[src/rtl/snr_pkg.sv]
// SNR select codes, noise-path modes and the code -> shift/mode decoder
// shared by the noise injection pipeline.
package snr_pkg;

    localparam int SNR_CODE_W = 3;
    localparam int SHIFT_W    = 4;

    localparam logic [SNR_CODE_W-1:0] SNR_MUTE   = 3'b000;
    localparam logic [SNR_CODE_W-1:0] SNR_40DB   = 3'b001;
    localparam logic [SNR_CODE_W-1:0] SNR_BYPASS = 3'b010;
    localparam logic [SNR_CODE_W-1:0] SNR_30DB   = 3'b011;
    localparam logic [SNR_CODE_W-1:0] SNR_0DB    = 3'b100;
    localparam logic [SNR_CODE_W-1:0] SNR_M10DB  = 3'b101;
    localparam logic [SNR_CODE_W-1:0] SNR_10DB   = 3'b110;
    localparam logic [SNR_CODE_W-1:0] SNR_20DB   = 3'b111;

    typedef enum logic [1:0] {
        BYPASS = 2'd0,
        MUTE   = 2'd1,
        ADD    = 2'd2
    } snr_mode_t;

    typedef struct packed {
        snr_mode_t          mode;
        logic [SHIFT_W-1:0] shift;
    } snr_cfg_t;

    // Decode an SNR code into the noise arithmetic-shift amount and path mode.
    function automatic snr_cfg_t snr_shift(input logic [SNR_CODE_W-1:0] code);
        snr_cfg_t cfg;
        cfg.mode  = ADD;
        cfg.shift = '0;
        case (code)
            SNR_BYPASS: cfg.mode  = BYPASS;
            SNR_MUTE:   cfg.mode  = MUTE;
            SNR_40DB:   cfg.shift = 4'd10;
            SNR_30DB:   cfg.shift = 4'd8;
            SNR_20DB:   cfg.shift = 4'd6;
            SNR_10DB:   cfg.shift = 4'd4;
            SNR_0DB:    cfg.shift = 4'd2;
            default:    cfg.shift = 4'd0;   // SNR_M10DB: noise at full scale
        endcase
        return cfg;
    endfunction

endpackage

[src/rtl/sat_add.sv]
// Combinational signed saturating adder: the sum is formed one bit wider so
// overflow shows up as a disagreement between the two top bits.
module sat_add #(
    parameter int DATA_W = 32
) (
    input  logic [DATA_W-1:0] a,
    input  logic [DATA_W-1:0] b,
    output logic [DATA_W-1:0] sum,
    output logic              sat
);

    localparam logic [DATA_W-1:0] MAX_VAL = {1'b0, {(DATA_W-1){1'b1}}};
    localparam logic [DATA_W-1:0] MIN_VAL = {1'b1, {(DATA_W-1){1'b0}}};

    logic [DATA_W:0] wide;

    // Sign-extend, add, and clamp toward the sign of the true result on overflow.
    always_comb begin
        wide = {a[DATA_W-1], a} + {b[DATA_W-1], b};
        sum  = wide[DATA_W-1:0];
        sat  = 1'b0;
        if (wide[DATA_W] != wide[DATA_W-1]) begin
            sat = 1'b1;
            sum = wide[DATA_W] ? MIN_VAL : MAX_VAL;
        end
    end

endmodule

[src/rtl/noise_inject_pipe.sv]
// Two-stage valid/ready pipeline adding scaled noise to N_CH audio channels.
// Stage 1 holds samples, pre-shifted noise and the mode captured at accept;
// stage 2 holds the saturated result. Also counts saturated channel-samples.
module noise_inject_pipe
    import snr_pkg::*;
#(
    parameter int DATA_W       = 32,
    parameter int N_CH         = 2,
    parameter int SHARED_NOISE = 1,
    parameter int CNT_W        = 16
) (
    input  logic                   clk,
    input  logic                   rst_n,
    input  logic [2:0]             snr_code,
    input  logic [N_CH*DATA_W-1:0] in_data,
    input  logic                   in_valid,
    output logic                   in_ready,
    input  logic [N_CH*DATA_W-1:0] noise_data,
    input  logic                   noise_valid,
    output logic                   noise_ready,
    output logic [N_CH*DATA_W-1:0] out_data,
    output logic                   out_valid,
    input  logic                   out_ready,
    output logic [N_CH-1:0]        out_sat,
    output logic [CNT_W-1:0]       sat_count,
    input  logic                   clr_stats
);

    localparam int W     = N_CH * DATA_W;
    localparam int POP_W = $clog2(N_CH + 1);

    snr_cfg_t         cfg;
    logic             accept;
    logic             s1_advance;
    logic [W-1:0]     noise_shifted;
    logic [W-1:0]     sum_data;
    logic [N_CH-1:0]  add_sat;
    logic [W-1:0]     s2_data;
    logic [N_CH-1:0]  s2_sat;
    logic [POP_W-1:0] sat_pop;
    logic [CNT_W:0]   cnt_sum;
    logic             unused_noise;

    logic             s1_valid_reg;
    logic [W-1:0]     s1_data_reg;
    logic [W-1:0]     s1_noise_reg;
    snr_mode_t        s1_mode_reg;

    // With shared noise the upper lanes are ignored by design.
    assign unused_noise = ^noise_data;

    assign cfg        = snr_shift(snr_code);
    assign s1_advance = s1_valid_reg & (~out_valid | out_ready);
    assign in_ready   = rst_n & (~s1_valid_reg | s1_advance);
    assign accept     = in_valid & noise_valid & in_ready;
    assign noise_ready = accept;

    genvar gi;
    generate
        for (gi = 0; gi < N_CH; gi++) begin : g_ch
            localparam int LANE = (SHARED_NOISE != 0) ? 0 : gi;

            assign noise_shifted[gi*DATA_W +: DATA_W] =
                $signed(noise_data[LANE*DATA_W +: DATA_W]) >>> cfg.shift;

            sat_add #(.DATA_W(DATA_W)) u_sat_add (
                .a   (s1_data_reg[gi*DATA_W +: DATA_W]),
                .b   (s1_noise_reg[gi*DATA_W +: DATA_W]),
                .sum (sum_data[gi*DATA_W +: DATA_W]),
                .sat (add_sat[gi])
            );
        end
    endgenerate

    // Stage 1: capture samples, scaled noise and mode on accept.
    always_ff @(posedge clk) begin
        if (!rst_n) begin
            s1_valid_reg <= 1'b0;
            s1_data_reg  <= '0;
            s1_noise_reg <= '0;
            s1_mode_reg  <= MUTE;
        end else if (accept) begin
            s1_valid_reg <= 1'b1;
            s1_data_reg  <= in_data;
            s1_noise_reg <= noise_shifted;
            s1_mode_reg  <= cfg.mode;
        end else if (s1_advance) begin
            s1_valid_reg <= 1'b0;
        end
    end

    // Select the stage-2 result per channel; only the add path can saturate.
    always_comb begin
        s2_data = '0;
        s2_sat  = '0;
        for (int c = 0; c < N_CH; c++) begin
            case (s1_mode_reg)
                ADD: begin
                    s2_data[c*DATA_W +: DATA_W] = sum_data[c*DATA_W +: DATA_W];
                    s2_sat[c]                   = add_sat[c];
                end
                BYPASS:  s2_data[c*DATA_W +: DATA_W] = s1_data_reg[c*DATA_W +: DATA_W];
                default: s2_data[c*DATA_W +: DATA_W] = '0;
            endcase
        end
    end

    // Stage 2: output register, held stable while downstream stalls.
    always_ff @(posedge clk) begin
        if (!rst_n) begin
            out_valid <= 1'b0;
            out_data  <= '0;
            out_sat   <= '0;
        end else if (s1_advance) begin
            out_valid <= 1'b1;
            out_data  <= s2_data;
            out_sat   <= s2_sat;
        end else if (out_ready) begin
            out_valid <= 1'b0;
        end
    end

    // Popcount of the presented saturation flags and the widened counter sum.
    always_comb begin
        sat_pop = '0;
        for (int c = 0; c < N_CH; c++) begin
            sat_pop = sat_pop + POP_W'(out_sat[c]);
        end
        cnt_sum = {1'b0, sat_count} + (CNT_W+1)'(sat_pop);
    end

    // Saturation counter: clear wins, otherwise add on handshake without wrapping.
    always_ff @(posedge clk) begin
        if (!rst_n) begin
            sat_count <= '0;
        end else if (clr_stats) begin
            sat_count <= '0;
        end else if (out_valid && out_ready) begin
            sat_count <= cnt_sum[CNT_W] ? '1 : cnt_sum[CNT_W-1:0];
        end
    end

endmodule

[config.mk]
export PLATFORM = sky130hd
export DESIGN_NAME = noise_inject_pipe
export DESIGN_NICKNAME = d
export VERILOG_FILES = /design/src/rtl/snr_pkg.sv /design/src/rtl/sat_add.sv /design/src/rtl/noise_inject_pipe.sv
export SDC_FILE = /design/constraint.sdc
export NUM_CORES = 1
export LEC_CHECK = 0
export ABC_CLOCK_PERIOD_IN_PS = 3400
export BUFFER_PORTS_ARGS = -buffer_cell sky130_fd_sc_hd__buf_2
export CORE_MARGIN = 2
export CORE_UTILIZATION = 56
export CTS_BUF_LIST = sky130_fd_sc_hd__clkbuf_8
export DETAILED_ROUTE_END_ITERATION = 8
export GPL_TIMING_DRIVEN = 1
export PLACE_DENSITY = 0.82
export SETUP_SLACK_MARGIN = 0.1
export SKIP_CTS_REPAIR_TIMING = 1
export SLEW_MARGIN = 20
export SYNTH_ARGS = -nofsm -noshare
export SYNTH_HDL_FRONTEND = slang
export SYNTH_SLANG_ARGS = --single-unit
[constraint.sdc]
create_clock -name clk -period 3.4 [get_ports clk]
set_input_delay 0.34 -clock clk [delete_from_list [all_inputs] [get_ports clk]]
set_output_delay 0.34 -clock clk [all_outputs]
set_load 0.02 [all_outputs]
==> results of run 1 <==
## worst max-delay path: stages, from the launching register on
cell and delay [ns]:
dfxtp_2 0.38, ha_2 0.21, inv_1 0.06, fa_1 0.40, nand2b_4 0.18, a211oi_4 0.25, o2111a_1 0.27, o211ai_1 0.18
a31oi_1 0.22, buf_4 0.15, o21a_1 0.17, mux2_2 0.36, nand3_1 0.14, o2111a_1 0.17
## Yosys cell counts (16+ instances only)
cell,instances,share of area [%]
a211oi_1,36,2.3
a31oi_1,23,1.2
nand2b_1,16,0.85
a21oi_1,214,9.1
nand2_1,266,8.5
nor3_1,33,1.4
o21ai_0,128,5.5
nor2_1,81,2.6
dfxtp_1,182,31
nand3_1,36,1.5
xor2_1,23,1.7
xnor2_1,39,2.9
clkbuf_1,77,2.5
and3_1,20,1.1
a21o_1,26,1.7
o211ai_1,19,1.2
mux2i_1,27,2.3
ha_1,65,6.9
inv_1,26,0.83
## worst paths after layout
path	startpoint	end	slack, ns	cells after the start
worst max-delay path	s1_noise_reg[32]	out_data[30]	0.17	13
worst min-delay path	in_data[23]	s1_data_reg[23]	0.09	3
worst max register to register	s1_noise_reg[32]	out_data[30]	0.17	13
worst min register to register	out_data[63]	out_data[63]	0.47	2
## area by class of cell
| type | count | area share [%] |
|---|---|---|
| Timing Repair Buffer | 235 | 9.57 |
| Clock buffer | 20 | 2.03 |
| Inverter | 28 | 0.786 |
| Clock inverter | 12 | 1.23 |
| Multi-Input combinational cell | 1239 | 56.9 |
| Antenna cell | 1 | 0.0185 |
| Tap cell | 270 | 2.50 |
| Sequential cell | 182 | 27.0 |
## layout by cell type (no fill, tap or decap), types with 7 or more instances in the layout
master and instances:
o211ai_1 19, mux2i_1 27, dfxtp_1 176, inv_1 26, a31oi_1 23, a311oi_1 11
nand2_1 266, a21oi_1 213, nand4_1 15, o21bai_1 15, buf_2 189, or3_1 7
o21ai_0 127, nor2_1 80, a211oi_1 33, nor3_1 33, xor2_1 23, and2_1 8
a221oi_1 14, buf_4 45, and4_1 7, nand3_1 34, clkbuf_8 20, and3_1 20
nor2b_1 9, xnor2_1 38, ha_1 62, a21o_1 26, o21a_1 14, nand2b_1 13
## where the power goes
part | switching, mW | internal [mW] | total [mW] | leakage (nW)
Combinational | 0.535 | 0.327 | 0.861 | 4.20
Clock | 0.839 | 0.798 | 1.64 | 0.217
Sequential | 0.0893 | 2.21 | 2.30 | 1.48
## per-layer routing
| layer | up-vias | global-route usage, % |
|---|---|---|
| li1 | 5930 | - |
| met1 | 5662 | 45.9 |
| met2 | 568 | 51.7 |
| met3 | 78 | 4.82 |
| met4 | 0 | 9.71 |
| met5 | - | 0 |
## cells by family (layout without fill, tap and decap cells)
| kind of cell | after synthesis | after routing | share of synthesized area, % |
|---|---|---|---|
| and+or+nand+nor | 520 | 520 | 20.0 |
| other | 0 | 1 | 0 |
| adders and majority gates | 70 | 70 | 7.62 |
| buffers and inverters | 131 | 295 | 4.51 |
| AOI/OAI and AO/OA | 552 | 552 | 28.7 |
| xor gates and xnor gates | 64 | 64 | 5.01 |
| muxes | 32 | 33 | 3.11 |
| DFF | 182 | 182 | 31.1 |
==> results.cfg, run 1 <==
[routing]
dr_total_vias = 12238
first_iter_violations = 1002
post_drt_wl_per_cell_um = 18.6
drc = 0
wl_met3_um = 3180
dr.pass1.iters = 8
top_layer = met4
wl_met2_um = 16500
routed_wl_um = 37000
ant_nets = 0
viasPerCell = 6.16
wl_met1_um = 16300

[die]
initial_core_util_pct = 57.6
die_w_um = 149
die_y_um = 149
num_rows = 52
core_area_mm2 = 0.0204
dieArea_mm2 = 0.0221
io_pins = 222

[synth]
synth_cell_types = 79
ys_ff_latch = 182
synth_cells = 1551
ys_seq_area_share_pct = 31.1
yosysWarnings = 0
synth-edff-count = 0
syn-cell-area_mm2 = 0.0117
async_reset_ff_share_pct = 0
synthesis.nets = 1756
synthFlopType = dfxtp_1
syn_avg_cell_area_um2 = 7.56

[timing]
max-slew-margin-rel_pct = 37.0
finalCritPeriodShare_pct = 95.1
whs_ns = 0.0865
final_max_slew_viol_count = 0
setup_violations = 0
finalHoldViolCount = 0
finalClockSkew_ns = 0.0173
finalSetupTns_ns = 0
fin_ws_ns = 0.166
tightest_slew_ns = 0.945
rsz0062_at_grt = true
period_needed_ns = 3.23
fmax_ghz = 0.309

[grt]
grt_max_degree = 90
grt.overflow.total = 0
grt_pass1_wl_um = 57900
antenna_found_initial = 1
grt_pass1_vias = 11038
grt.total_usage_pct = 32.5

[clock_tree]
cts_tree = yes
cts.sinks = 182
clkTransAtPathRegs_ns = 0.10
clkLatencyLatePin_ns = 0.48
cts_buffers = 17
root_buffer = clkbuf_8
h-tree-depth = 4
cts.path.max_buffers = 2

[power]
vdd_drop_max_mv = 0.251
p_leak_nw = 5.90
p_per_area_mw_per_mm2 = 355
total_power_mw = 4.80

[status]
run_status = finished, final reports clean

[setup_path]
crit_type = reg -> reg
cp_data_required_time_ns = 3.76
start_kind = register
end_kind = register
critPathMaxFanout = 7
cp_data_arrival_time_ns = 3.60

[finish]
area_growth_pct = 15.5
final_cell_area_mm2 = 0.0135
register_area_mm2 = 0.00365
final_nets = 1908
stdcell_count = 1987
post-route-util_pct = 66.4
fillers = 1800
drive_gt1_share_pct = 18.5
multiInputGateArea_mm2 = 0.00770

[place]
dp_slack_ns = 0.0993
dp.cells = 1950
port_buffers = 189
dp_hpwl_um = 27000
placed_area_mm2 = 0.0129
place_congestion = 0.954

[run]
maxCapViolations = 0

[hold_path]
hp-class = in -> reg
Note: power is estimated with default switching activity, not from simulation.
==> run 2, diff against run 1 <==
--- a/config.mk
+++ b/config.mk
@@ -12,10 +12,11 @@
 export CTS_BUF_LIST = sky130_fd_sc_hd__clkbuf_8
 export DETAILED_ROUTE_END_ITERATION = 8
 export GPL_TIMING_DRIVEN = 1
-export PLACE_DENSITY = 0.82
+export PLACE_DENSITY = 0.8
 export SETUP_SLACK_MARGIN = 0.1
 export SKIP_CTS_REPAIR_TIMING = 1
 export SLEW_MARGIN = 20
 export SYNTH_ARGS = -nofsm -noshare
 export SYNTH_HDL_FRONTEND = slang
+export SYNTH_HIERARCHICAL = 1
 export SYNTH_SLANG_ARGS = --single-unit
==> run 2 against run 1 <==
Against the previous run: the run now ends with negative setup slack left; fmax down 7.1%; sequential share of layout area decreased by 4.1 points; sequential power down 2%; global-route usage is 3.0 points lower; critical path type unchanged; wire length increased by 5.7%; clock power decreased by 12%; combinational power increased by 16%; synthesized cell count up 6.1%.
==> results.cfg, run 2 <==
[finish]
final_cell_area_mm2 = 0.0160
final_nets = 2068
drive_gt1_share_pct = 26.9
final_cell_mix = 200 x nand2_1, 188 x buf_2, 166 x dfxtp_1
area_growth_pct = 20.1
final_common_cell = nand2_1
diodes = 0
fillers = 1903
stdcell_count = 2195
register_area_mm2 = 0.00367
multiInputGateArea_mm2 = 0.00935

[timing]
finalClockSkew_ns = 0.0147
rsz0062_at_grt = true
final_max_slew_viol_count = 0
setup_violations = 18
whs_ns = 0.0920
period_needed_ns = 3.48
tightest_slew_ns = 0.940
finalHoldViolCount = 0
finalSetupTns_ns = -0.663
max-slew-margin-rel_pct = 37.3
finalCritPeriodShare_pct = 102
fin_ws_ns = -0.0813
fmax_ghz = 0.287

[status]
run_status = complete, but fails checks
violations = negative setup slack

[run]
maxCapViolations = 0

[clock_tree]
h-tree-depth = 4
root_buffer = clkbuf_8
clkLatencyLatePin_ns = 0.48
cts_tree = yes
cts.path.max_buffers = 2
clkTransAtPathRegs_ns = 0.11
cts_buffers = 17
cts.sinks = 182

[die]
dieArea_mm2 = 0.0251
num_rows = 56
die_y_um = 158
core_area_mm2 = 0.0235
io_pins = 222
die_w_um = 158
initial_core_util_pct = 56.9

[setup_path]
critPathMaxFanout = 8
start_kind = register
reg2reg_to = out_data[14]
reg2reg_depth = 15
cp_data_required_time_ns = 3.77
worstReg2RegStart = s1_data_reg[0]
cp_data_arrival_time_ns = 3.85
reg2reg_slack_ns = -0.08
crit_type = reg -> reg
end_kind = register

[routing]
first_iter_violations = 1184
dr_total_vias = 13322
viasPerCell = 6.07
drc = 0
routed_wl_um = 39200
post_drt_wl_per_cell_um = 17.8
ant_nets = 0
dr.pass1.iters = 5

[synth]
syn_avg_cell_area_um2 = 8.12
ys_top_cells_by_count = 202 x nand2_1, 182 x dfxtp_1, 173 x a21oi_1, 88 x mux2i_1, 82 x nor2_1
synthTopCellsByArea = dfxtp_1 27%, mux2i_1 6.6%, a21oi_1 6.5%, ha_1 6.1%, nand2_1 5.7%
syn-cell-area_mm2 = 0.0134
synth_cell_types = 97
synth-edff-count = 0
ys_ff_latch = 182
synthXorXnorAreaFrac_pct = 4.31
post_synth_mux_area_share_pct = 10.3
synth_top_area_share_pct = 27.3
synthSimpleGateAreaFrac_pct = 20.2
yosysMostFrequentCell = nand2_1
synthAdderAreaFrac_pct = 6.71
async_reset_ff_share_pct = 0
synthFlopType = dfxtp_1
yosysWarnings = 6
synthesis.nets = 1850
synth_compound_area_share_pct = 25.7
ys_seq_area_share_pct = 27.3
synth_top_family_by_area = compound AO/OA/AOI/OAI gates
synth_top_area_cell = dfxtp_1
synth_cells = 1645

[power]
p_leak_nw = 6.42
p_per_area_mw_per_mm2 = 294
vdd_drop_max_mv = 0.192

[place]
dp_hpwl_um = 28200
place_congestion = 0.952
placed_area_mm2 = 0.0150
dp.cells = 2142
port_buffers = 189

[hold_path]
hp-class = in -> reg
min_to = s1_data_reg[3]
min_path_cells = 3
worstHoldStart = in_data[3]

[grt]
grt_pass1_wl_um = 59400
grt.total_usage_pct = 29.5
grt_pass1_vias = 12037
grt_max_degree = 110
antenna_found_initial = 0
grt.overflow.total = 0
==> run 2: cell count changes after synthesis, moves of 27 or more <==
cell,previous run,this run
a21oi_1,214,173
nor2b_1,10,72
nor3_1,33,80
mux2i_1,27,88
a21boi_0,4,72
clkbuf_1,77,50
o21ai_0,128,73
nand2_1,266,202
==> run 2: per-layer routing <==
layer | vias to the layer above | wire [µm] | GRT usage [%]
met5 | - | 0 | 0
met4 | 0 | 1110 | 12.6
met3 | 73 | 2820 | 4.03
met2 | 519 | 18100 | 47.9
met1 | 6327 | 17200 | 39.4
li1 | 6403 | - | -
==> run 2: logic make-up (layout without fill, tap and decap cells) <==
| logic type | count (synthesis) | in the layout |
|---|---|---|
| fa+ha+maj | 70 | 70 |
| xor+xnor | 64 | 64 |
| buf+inv | 150 | 381 |
| mux | 110 | 110 |
| flops | 182 | 182 |
| simple gates | 554 | 554 |
| compound gates | 515 | 515 |
==> run 2: worst max path at each step <==
stage	end	slack, ns	cells past startpoint	startpoint
after detailed placement	out_data[28]	-0.09	15	s1_data_reg[0]
after global routing	out_data[1]	-0.24	15	s1_noise_reg[32]
after CTS	out_data[28]	-0.14	15	s1_data_reg[0]
after global placement	out_data[17]	-0.01	15	s1_data_reg[0]
final	out_data[14]	-0.08	15	s1_data_reg[0]
after floorplan	out_data[47]	0.34	15	s1_data_reg[32]
==> run 2: power by group <==
| group | leakage [nW] | internal (mW) | total (mW) | switching (mW) |
|---|---|---|---|---|
| sequential | 1.48 | 2.18 | 2.26 | 0.0788 |
| clock | 0.196 | 0.561 | 1.45 | 0.891 |
| combinational | 4.75 | 0.452 | 0.997 | 0.545 |
| total | 6.42 | 3.20 | 4.71 | 1.51 |
==> run 2: final cells by class <==
type	instances	area share, %
tap	319	2.49
sequential	182	22.8
clock inverter	14	0.819
multi-input combinational	1313	58.3
timing repair buffer	317	13.3
inverter	32	0.748
clock buffer	18	1.54
==> run 2: stage by stage <==
step	power [mW]	utilization (%)	worst slack, ns
2_1_floorplan	2.92	-	0.343
3_3_place_gp	3.21	64.0	-0.0135
3_5_place_dp	3.24	64.0	-0.0882
4_1_cts	4.67	65.7	-0.145
5_1_grt	4.91	68.4	-0.237
6_report	4.71	68.4	-0.0813
==> run 2: critical path, cell delays in order, from the launching register on <==
cell	delay [ns]
dfxtp_2	0.37
ha_4	0.15
fa_2	0.25
a211oi_4	0.07
o211ai_1	0.30
nand4_1	0.26
a2111oi_4	0.40
or2_4	0.21
a31oi_4	0.10
xnor2_4	0.49
clkbuf_16	0.26
o21ai_2	0.06
mux2i_1	0.15
nor3_1	0.08
a21oi_1	0.16
nor2b_1	0.06
